[config.mk]
export PLATFORM = sky130hd
export DESIGN_NAME = aibnd_dll_lockctl_flat
export DESIGN_NICKNAME = d
export VERILOG_FILES = /design/src/rtl/aibnd_dll_lockctl_if.sv /design/src/rtl/aibnd_dll_lockctl.sv /design/src/flat_wrapper.sv
export SDC_FILE = /design/constraint.sdc
export NUM_CORES = 1
export LEC_CHECK = 0
export CORE_MARGIN = 3
export CORE_UTILIZATION = 54
export DETAILED_ROUTE_END_ITERATION = 8
export PLACE_DENSITY = 0.8
export SLEW_MARGIN = 25
export SYNTH_ARGS = -nofsm -noshare
export SYNTH_HDL_FRONTEND = slang
export SYNTH_SLANG_ARGS = --single-unit
export TNS_END_PERCENT = 30
[constraint.sdc]
create_clock -name clk -period 4.4 [get_ports clk]
set_clock_uncertainty 0.1 [all_clocks]
set_input_delay 1.32 -clock clk [delete_from_list [all_inputs] [get_ports clk]]
set_output_delay 1.32 -clock clk [all_outputs]
set_load 0.02 [all_outputs]
[src/rtl/aibnd_dll_lockctl_if.sv]
// Phase-detector samples, loop controls and delay-code outputs of the DLL lock controller.
// Master drives the loop controls and detector samples; slave drives the code and status.
interface aibnd_dll_lockctl_if #(
   parameter int CODE_W = 8
);
   logic              dll_en;
   logic [CODE_W-1:0] code_init;
   logic              ovrd_en;
   logic [CODE_W-1:0] ovrd_code;
   logic              t_up;
   logic              t_down;
   logic [CODE_W-1:0] dll_code;
   logic              dll_lock;
   logic              sat_hi;
   logic              sat_lo;

   modport master (
      output dll_en, code_init, ovrd_en, ovrd_code, t_up, t_down,
      input  dll_code, dll_lock, sat_hi, sat_lo
   );

   modport slave (
      input  dll_en, code_init, ovrd_en, ovrd_code, t_up, t_down,
      output dll_code, dll_lock, sat_hi, sat_lo
   );
endinterface

[src/rtl/aibnd_dll_lockctl.sv]
// DLL loop controller: syncs and filters PD votes, steps the delay code by one LSB, settles, detects lock.
// Latency: pad to vote 2 cycles, threshold vote to code 1 cycle; no backpressure, votes dropped while settling.
module aibnd_dll_lockctl #(
   parameter int CODE_W     = 8,
   parameter int FILT_TH    = 4,
   parameter int SETTLE_CYC = 8,
   parameter int LOCK_FLIPS = 4
) (
   input logic                clk,
   input logic                dll_reset_n,
   aibnd_dll_lockctl_if.slave bus
);
   localparam int ACC_W = $clog2(FILT_TH) + 2;
   localparam logic signed [ACC_W-1:0] TH_P = ACC_W'(FILT_TH);
   localparam logic signed [ACC_W-1:0] TH_N = ACC_W'(-FILT_TH);
   localparam logic [CODE_W-1:0] CODE_MAX = '1;

   typedef enum logic [1:0] {IDLE, ACQ, SETTLE, LOCKED} state_t;

   state_t                   state_q, state_nxt;
   logic [1:0]               up_sync, dn_sync;
   logic                     up_s, dn_s;
   logic signed [ACC_W-1:0]  vote, acc_q, acc_nxt;
   logic [CODE_W-1:0]        code_q;
   logic [7:0]               settle_q;
   logic [3:0]               flips_q;
   logic                     lock_q, sat_hi_q, sat_lo_q, prev_up_q, prev_vld_q;
   logic                     tracking, step_req, step_up, step_blk;

   always_ff @(posedge clk) begin
      if (!dll_reset_n) begin
         up_sync <= '0;
         dn_sync <= '0;
      end else begin
         up_sync <= {up_sync[0], bus.t_up};
         dn_sync <= {dn_sync[0], bus.t_down};
      end
   end

   assign up_s = up_sync[1];
   assign dn_s = dn_sync[1];

   always_comb begin
      vote = '0;
      if (up_s && !dn_s)
         vote = ACC_W'(1);
      else if (!up_s && dn_s)
         vote = '1;
   end

   assign tracking = (state_q == ACQ) || (state_q == LOCKED);
   assign acc_nxt  = acc_q + vote;
   assign step_up  = (acc_nxt == TH_P);
   assign step_req = tracking && (step_up || (acc_nxt == TH_N));
   assign step_blk = step_up ? (code_q == CODE_MAX) : (code_q == '0);

   always_ff @(posedge clk) begin
      if (!dll_reset_n)
         state_q <= IDLE;
      else
         state_q <= state_nxt;
   end

   always_comb begin
      state_nxt = state_q;
      case (state_q)
         IDLE:        state_nxt = ACQ;
         ACQ, LOCKED: if (step_req) state_nxt = SETTLE;
         SETTLE:      if (settle_q == '0) state_nxt = lock_q ? LOCKED : ACQ;
         default:     state_nxt = IDLE;
      endcase
      if (!bus.dll_en)
         state_nxt = IDLE;
   end

   // Disable and IDLE share the clear path so an aborted settle leaves nothing behind.
   always_ff @(posedge clk) begin
      if (!dll_reset_n || !bus.dll_en || state_q == IDLE) begin
         code_q     <= bus.code_init;
         acc_q      <= '0;
         settle_q   <= '0;
         flips_q    <= '0;
         lock_q     <= 1'b0;
         sat_hi_q   <= 1'b0;
         sat_lo_q   <= 1'b0;
         prev_up_q  <= 1'b0;
         prev_vld_q <= 1'b0;
      end else if (state_q == SETTLE) begin
         acc_q <= '0;
         if (settle_q != '0)
            settle_q <= settle_q - 8'd1;
      end else if (step_req) begin
         acc_q    <= '0;
         settle_q <= 8'(SETTLE_CYC - 1);
         if (step_blk) begin
            if (step_up)
               sat_hi_q <= 1'b1;
            else
               sat_lo_q <= 1'b1;
         end else begin
            code_q     <= step_up ? code_q + 1'b1 : code_q - 1'b1;
            prev_up_q  <= step_up;
            prev_vld_q <= 1'b1;
            if (step_up)
               sat_lo_q <= 1'b0;
            else
               sat_hi_q <= 1'b0;
            // Reversal counting freezes once locked; lock stays until IDLE.
            if (!lock_q) begin
               if (prev_vld_q && (prev_up_q != step_up)) begin
                  flips_q <= flips_q + 4'd1;
                  if (flips_q + 4'd1 == 4'(LOCK_FLIPS))
                     lock_q <= 1'b1;
               end else begin
                  flips_q <= '0;
               end
            end
         end
      end else begin
         acc_q <= acc_nxt;
      end
   end

   assign bus.dll_code = bus.ovrd_en ? bus.ovrd_code : code_q;
   assign bus.dll_lock = lock_q && !bus.ovrd_en;
   assign bus.sat_hi   = sat_hi_q;
   assign bus.sat_lo   = sat_lo_q;
endmodule

[src/flat_wrapper.sv]
// flat-port wrapper written by rule: the top's interface ports become plain ports
module aibnd_dll_lockctl_flat 
#(
   parameter int CODE_W     = 8,
   parameter int FILT_TH    = 4,
   parameter int SETTLE_CYC = 8,
   parameter int LOCK_FLIPS = 4
)
  (clk, dll_reset_n, bus_dll_en, bus_code_init, bus_ovrd_en, bus_ovrd_code, bus_t_up, bus_t_down, bus_dll_code, bus_dll_lock, bus_sat_hi, bus_sat_lo);
  aibnd_dll_lockctl_if #(.CODE_W(CODE_W)) bus_i ();
  input logic clk;
  input logic dll_reset_n;
  input wire logic [$bits(bus_i.dll_en)-1:0] bus_dll_en;
  input wire logic [$bits(bus_i.code_init)-1:0] bus_code_init;
  input wire logic [$bits(bus_i.ovrd_en)-1:0] bus_ovrd_en;
  input wire logic [$bits(bus_i.ovrd_code)-1:0] bus_ovrd_code;
  input wire logic [$bits(bus_i.t_up)-1:0] bus_t_up;
  input wire logic [$bits(bus_i.t_down)-1:0] bus_t_down;
  output wire logic [$bits(bus_i.dll_code)-1:0] bus_dll_code;
  output wire logic [$bits(bus_i.dll_lock)-1:0] bus_dll_lock;
  output wire logic [$bits(bus_i.sat_hi)-1:0] bus_sat_hi;
  output wire logic [$bits(bus_i.sat_lo)-1:0] bus_sat_lo;
  assign bus_i.dll_en = bus_dll_en;
  assign bus_i.code_init = bus_code_init;
  assign bus_i.ovrd_en = bus_ovrd_en;
  assign bus_i.ovrd_code = bus_ovrd_code;
  assign bus_i.t_up = bus_t_up;
  assign bus_i.t_down = bus_t_down;
  assign bus_dll_code = bus_i.dll_code;
  assign bus_dll_lock = bus_i.dll_lock;
  assign bus_sat_hi = bus_i.sat_hi;
  assign bus_sat_lo = bus_i.sat_lo;
  aibnd_dll_lockctl #(.CODE_W(CODE_W), .FILT_TH(FILT_TH), .SETTLE_CYC(SETTLE_CYC), .LOCK_FLIPS(LOCK_FLIPS)) u_core (.clk(clk), .dll_reset_n(dll_reset_n), .bus(bus_i));
endmodule
Word level (Yosys, flattened, before mapping)
Cells that the tools add are included.

Flip-flop bits (word level): 35. Bits of input ports: 22. Output and inout bits: 11. Logic and storage cells: 93.

Add/sub/neg operators: 5. Eq/ne operators: 16. Muxes and demuxes: 26. Bitwise logic cells: 3. Reductions and logical operators: 31.

Operator list (number): $mux 8 (9); $logic_not 8->1 (2); $sub 8x1->8 const B (2); $mux 4 (3); $reduce_and 4->1 (3); $mux 1 (10); $add 8x1->8 const B (1); $eq 4x3->1 const B (2); $eq 8x8->1 const B (1); $ne 2x1->1 const B (4); $ne 2x2->1 const B (4); $reduce_bool 8->1 (1); $mux 2 (3); $pmux 2 s3 (1); $reduce_and 2->1 (3); $reduce_and 3->1 (2); $reduce_bool 2->1 (3); $logic_and 1x1->1 (5); $logic_not 1->1 (5); $add 4x1->4 const B (1); $add 4x4->4 (1); $eq 2x2->1 const B (2); $eq 4x4->1 const B (1); $logic_or 1x1->1 (4); other kinds (6) (8).

Logic depth before layout (Yosys ltp)
Word-level depth: 11. Mapped depth: 15. Mapped depth without buffers: 15.

Worst setup path before layout
OpenSTA, ideal clock, no wires.

Kind: reg-to-reg. From: register u_core.up_sync[1]. To: register u_core.code_q[6], data pin. Setup time: 0.268 ns. Data arrival time: 3.183 ns. Data required time: 4.032 ns. Path slack: 0.849 ns. Stages on the path, launching flop included: 16. Path buffers: 0. Period minus slack after synthesis: 3.551 ns. Path through: dfxtp_1 > inv_1 > ha_1 > inv_1 > ha_1 > fa_1 > xor2_1 > nor3_1 > nand2_4 > fa_1 > a21o_1 > a21oi_1 > o21bai_1 > a21oi_1 > xor2_1 > o21ai_0.

Longest elaborated chain between the ends: 11. Elaborated cells between the ends (all ways): 12. Those cells by class: add/sub: 1; eq/ne: 1; mux: 7; reduce/logical: 3.

Ends and longest elaborated chain: start, declared (line aibnd_dll_lockctl.sv:21) `logic [1:0] up_sync, dn_sync;`; start signal, assigned (line aibnd_dll_lockctl.sv:35) `up_sync <= {up_sync[0], bus.t_up};`; $logic_not 1->1 (line aibnd_dll_lockctl.sv:47) `else if (!up_s && dn_s)`; $logic_and 1x1->1 (line aibnd_dll_lockctl.sv:47); $mux 4 (line aibnd_dll_lockctl.sv:47); $mux 4 (*) (line aibnd_dll_lockctl.sv:45) `if (up_s && !dn_s)`; $add 4x4->4 (*) (line aibnd_dll_lockctl.sv:52) `assign acc_nxt = acc_q + vote;`; $eq 4x4->1 (*) (line aibnd_dll_lockctl.sv:53) `assign step_up = (acc_nxt == TH_P);`; $mux 8 (*) (line aibnd_dll_lockctl.sv:101) `code_q <= step_up ? code_q + 1'b1 : code_q - 1'b1;`; $mux 8 (*) (line aibnd_dll_lockctl.sv:95) `if (step_blk) begin`; $mux 8 (*) (line aibnd_dll_lockctl.sv:92) `end else if (step_req) begin`; $mux 8 (*) (line aibnd_dll_lockctl.sv:88) `end else if (state_q == SETTLE) begin`; $mux 8 (*) (line aibnd_dll_lockctl.sv:78) `if (!dll_reset_n || !bus.dll_en || state_q == IDLE) begin`; end signal, assigned (line aibnd_dll_lockctl.sv:79) `code_q <= bus.code_init;`; end signal, assigned (line aibnd_dll_lockctl.sv:101); end, declared (line aibnd_dll_lockctl.sv:24) `logic [CODE_W-1:0] code_q;`.

Every way passes the cells marked *; elsewhere a longest branch is shown, timed or not. The select of a mux whose other input is x is not followed. A chain may end at the register's enable or synchronous reset.

Worst setup path in the final report
From: input bus_ovrd_en. To: output bus_dll_code[0].

Longest elaborated chain between the ends: 1.

Ends and longest elaborated chain: start, declared (line flat_wrapper.sv:15) `input wire logic [$bits(bus_i.ovrd_en)-1:0] bus_ovrd_en;`; $mux 8 (line aibnd_dll_lockctl.sv:124) `assign bus.dll_code = bus.ovrd_en ? bus.ovrd_code : code_q;`; end, declared (line flat_wrapper.sv:19) `output wire logic [$bits(bus_i.dll_code)-1:0] bus_dll_code;`.

Every way passes these cells.

==> results by stage <==
Timing:
- At the pin with the least slew margin, the transition time is ~0.52 ns.
- Setup repair after global routing left no endpoint under its margin.
- Across all hold checks on the routed design, the worst slack comes to between 0.3 and 0.4 ns.
- Setup violations remaining at the end of the flow were counted as 0.
- Headroom to the max-slew limit came out at 0.6496.
- The setup TNS is 0 ns.
- The worst path in the final design needs a cycle of 4.268 ns, including I/O delays and setup.
- The final count of pins violating max slew is 0.
- Derived from the worst setup path, the maximum achievable clock frequency is between 200 and 250 MHz.
- Dividing the final minimum period by the clock period gives 0.9700.
- The final count of hold timing violations is 0.

Detailed routing:
- The wire length per cell is between 10 and 15 µm.
- Wires add up to 4259 µm.
- The number of DRC markers in iteration 0 is 73.
- Once detail routing completed, the nets flagged for antenna violations numbered 0.
- Across all layers, the routed design uses around 1.7k vias.
- Using the TritonRoute via totals, the vias-per-cell ratio works out to approximately 5.5.
- The DRC violation count after routing is 0.
- The first detailed-routing pass ran for 4 iterations.

Worst setup path:
- The maximum single-stage delay on the critical path is between 0.5 and 0.6 ns.
- The sum of buffers and inverters on the critical path is 3.
- The cell type group with the largest total delay on the critical path is buffers and inverters.
- The critical path is of the primary input to primary output type.
- STA puts the critical path data arrival time at 2.85 ns.
- The kind of launch point of the worst setup path is a primary input.
- The critical path's slowest cell is clkdlybuf4s50_1.
- The most frequent cell on the critical path is clkdlybuf4s50_1.
- The signal on the critical path passes through clkdlybuf4s50_1 > buf_4 > mux2_2 > clkdlybuf4s50_1.
- The startpoint of the worst setup timing path is bus_ovrd_en.
- The maximum fanout along the worst path is 9.
- Setup slack on the worst reg-to-reg path comes out at about 0.42 ns.
- The data required time of the worst path is approximately 3 ns.
- The worst setup path is captured at a primary output.
- The worst flop-to-flop path startpoint is u_core.up_sync[1].

Placement:
- Buffers placed on the I/O ports in this run total 32.
- The HPWL after detailed placement is 3149 µm.
- The global placement routability congestion is between 0.8 and 0.9.

Clocking:
- The number of levels the H-tree was split into is 2.
- The clock latency reported for the late side of the worst-skew pair is roughly 0.29 ns.
- The number of setup buffers added after CTS is 0.
- Clock-pin slew was measured on the worst setup and hold paths at about 0.060 ns.
- The clock net in this run drives a total of 35 sinks.
- The number of buffers inserted for hold repair after clock tree synthesis is 0.
- The library cell used as clock root buffer is clkbuf_8.
- In this run the deepest clock path goes through 2 buffers.
- The CTS tree is yes.
- The number of buffers created by CTS is 5.
- The number of cells upsized or downsized after cts is 0.

Global routing:
- Entering global routing, the biggest net connects 22 pins.
- In the global route stage, overall resource usage came out at 0.2065.
- The first global-routing pass estimated approximately 7300 µm of wire.
- The overflow left after global routing is 0.
- The number of antenna violations at the first check in global routing is 0.
- The number of global-route vias before repair is ~1.7k.

Status:
- The flow ran to the end, and the final reports show no timing, DRC or antenna violations.

Cells and area:
- Across the whole layout, storage elements account for about 780 µm².
- The repair_antennas step left the layout with diodes totalling 0.
- The total area of multi-input combinational cells is roughly 1300 µm².
- The final net count is 305.
- Compared with the post-synthesis result, the final layout area differs by 23.47%.
- The share of final-layout standard cells stronger than drive strength 1 is 0.1199.
- The number of fillers in the final layout is between 200 and 300.

Synth:
- The count of cell types in the netlist is 54.
- Yosys printed 0 warnings.
- The number of nets handed over by synthesis was 267.
- The synthesized instance count is approximately 230.
- Sorting the synthesized cells by area gives the leading types as dfxtp_1, edfxtp_1, ha_1, nand2_1, nor2_1.
- The register bit count reported by yosys is 35.
- Of the post-synthesis cell area, the dominant cell type holds 0.2541.
- The number of enable-type register cells in the synthesized netlist is 8.
- The part of the Yosys area used for sequential elements is 0.3671.
- Dividing the synthesized area by the synthesized cell count gives around 9.3 µm².
- The mapped netlist covers approximately 2100 µm².
- The main flop type after synthesis is dfxtp_1.
- The synthesized design spends more area on one cell type than any other, namely dfxtp_1.
- The share of async-settable or async-resettable flops after synthesis is 0.

Die:
- The effective utilization at floorplan is 0.5724.
- The area of the core region is between 3000 and 4000 µm².
- The top-level port count is 33.
- The die footprint is between 4000 and 5000 µm².
- The total number of placement rows is 22.
- The height of the die is approximately 70 µm.
- The floorplan step set the die width to 68.76 µm.

Run:
- The max-cap check violation count is 0.

Pwr:
- Of the total power, combinational logic draws 0.176.
- The internal power of the cells totals about 0.57 mW.
- The ratio of total power to cell area is ~290 nW/µm².
- The relative contribution of the clock network to total power is 0.364.
- The analysis attributes to cell leakage a power of roughly 1 nW.
- In this run the power spent charging and discharging nets is 0.1913 mW.
- Of the total power, the share spent switching nets is 0.2519.
- Across the VDD grid, the largest voltage drop is about 0.17 mV.
- The share of total power dissipated in sequential elements is 0.460.

Worst hold path:
- The startpoint of the worst hold path is u_core.up_sync[0].
- The type of the most critical hold path is flip-flop to flip-flop.
## final cells by class
| type | instances | area share |
|---|---|---|
| clock buffer | 7 | 0.04097 |
| clock inverter | 1 | 0.001906 |
| inverter | 8 | 0.01143 |
| multi-input combinational | 181 | 0.4950 |
| sequential | 35 | 0.2973 |
| tap | 48 | 0.02287 |
| timing repair buffer | 35 | 0.1305 |
## routing by layer
layer / global-route usage / wire, µm
met1: 0.2407 / 1967
met2: 0.3373 / 1985
met3: 0.07131 / 217
met4: 0.09976 / 88
met5: 0 / 0
## final timing paths
| kind | end | cells after the start |
|---|---|---|
| worst max register to register | u_core.code_q[6] | 15 |
| worst min-delay path | u_core.up_sync[1] | 1 |
| worst min register to register | u_core.up_sync[1] | 1 |
| worst max-delay path | bus_dll_code[0] | 4 |
## power groups by stage
| stage | Combinational, mW | Sequential (mW) | Clock [mW] |
|---|---|---|---|
| floorplan | 0.0844 | 0.353 | 0 |
| global placement | 0.129 | 0.356 | 0 |
| detailed placement | 0.131 | 0.357 | 0 |
| CTS | 0.134 | 0.349 | 0.280 |
| global route | 0.148 | 0.351 | 0.296 |
| finish | 0.134 | 0.350 | 0.276 |
## kinds of logic (layout without fill, tap and decap cells)
kind of cell / count (synthesis) / in the layout / share of synthesized area
AND/OR/NAND/NOR: 98 / 98 / 0.2376
buffers and inverters: 12 / 51 / 0.02176
XOR/XNOR: 16 / 16 / 0.07470
flip-flops: 35 / 35 / 0.3671
adder cells (fa/ha/maj): 17 / 17 / 0.1071
AO/OA/AOI/OAI: 39 / 39 / 0.1306
multiplexers: 11 / 11 / 0.06118
## placed cells by master (no fill, tap or decap), drive strengths merged, types with 4 or more instances in the layout
cell,n
xor2,10
inv,8
and2,7
ha,15
nand3,7
clkbuf,7
nor2,25
nor3,8
nand2,28
edfxtp,8
dfxtp,27
xnor2,5
a21oi,9
o21ai,8
mux2,10
o22ai,4
clkdlybuf4s50,32
## synthesized netlist by cell type (all sizes together) (3+ instances only)
| master | number |
|---|---|
| dfxtp | 27 |
| nor2b | 3 |
| xnor2 | 5 |
| or3 | 3 |
| nand4 | 3 |
| o21ai | 8 |
| o22ai | 4 |
| o211ai | 3 |
| nor2 | 25 |
| nand2 | 28 |
| nand3 | 7 |
| a32oi | 3 |
| a21oi | 9 |
| nor3 | 8 |
| clkbuf | 3 |
| and2 | 7 |
| ha | 15 |
| edfxtp | 8 |
| xor2 | 10 |
| inv | 8 |
| mux2 | 10 |
## stage by stage
step	std cells	instance area, µm²	setup slack (ns)	power [mW]	utilization
after floorplan	228	2127	0.8491	0.4372	-
after global routing	315	2626	0.09343	0.7948	0.7067
final	315	2626	0.1322	0.7593	0.7067
after CTS	315	2626	0.1201	0.7633	0.7067
after detailed placement	307	2514	0.1260	0.4877	0.6764
after global placement	307	2514	0.1493	0.4853	0.6764
## flip-flops by register name, summed over array words and instances (netlist names)
| name | count |
|---|---|
| u_core.acc_q | 4 |
| u_core.prev_vld_q | 1 |
| u_core.state_q | 2 |
| u_core.up_sync | 2 |
| u_core.lock_q | 1 |
| u_core.bus.sat_lo | 1 |
| u_core.dn_sync | 2 |
| u_core.settle_q | 8 |
| u_core.prev_up_q | 1 |
| u_core.flips_q | 4 |
| u_core.bus.sat_hi | 1 |
| u_core.code_q | 8 |
(Power assumes the default switching activity.)
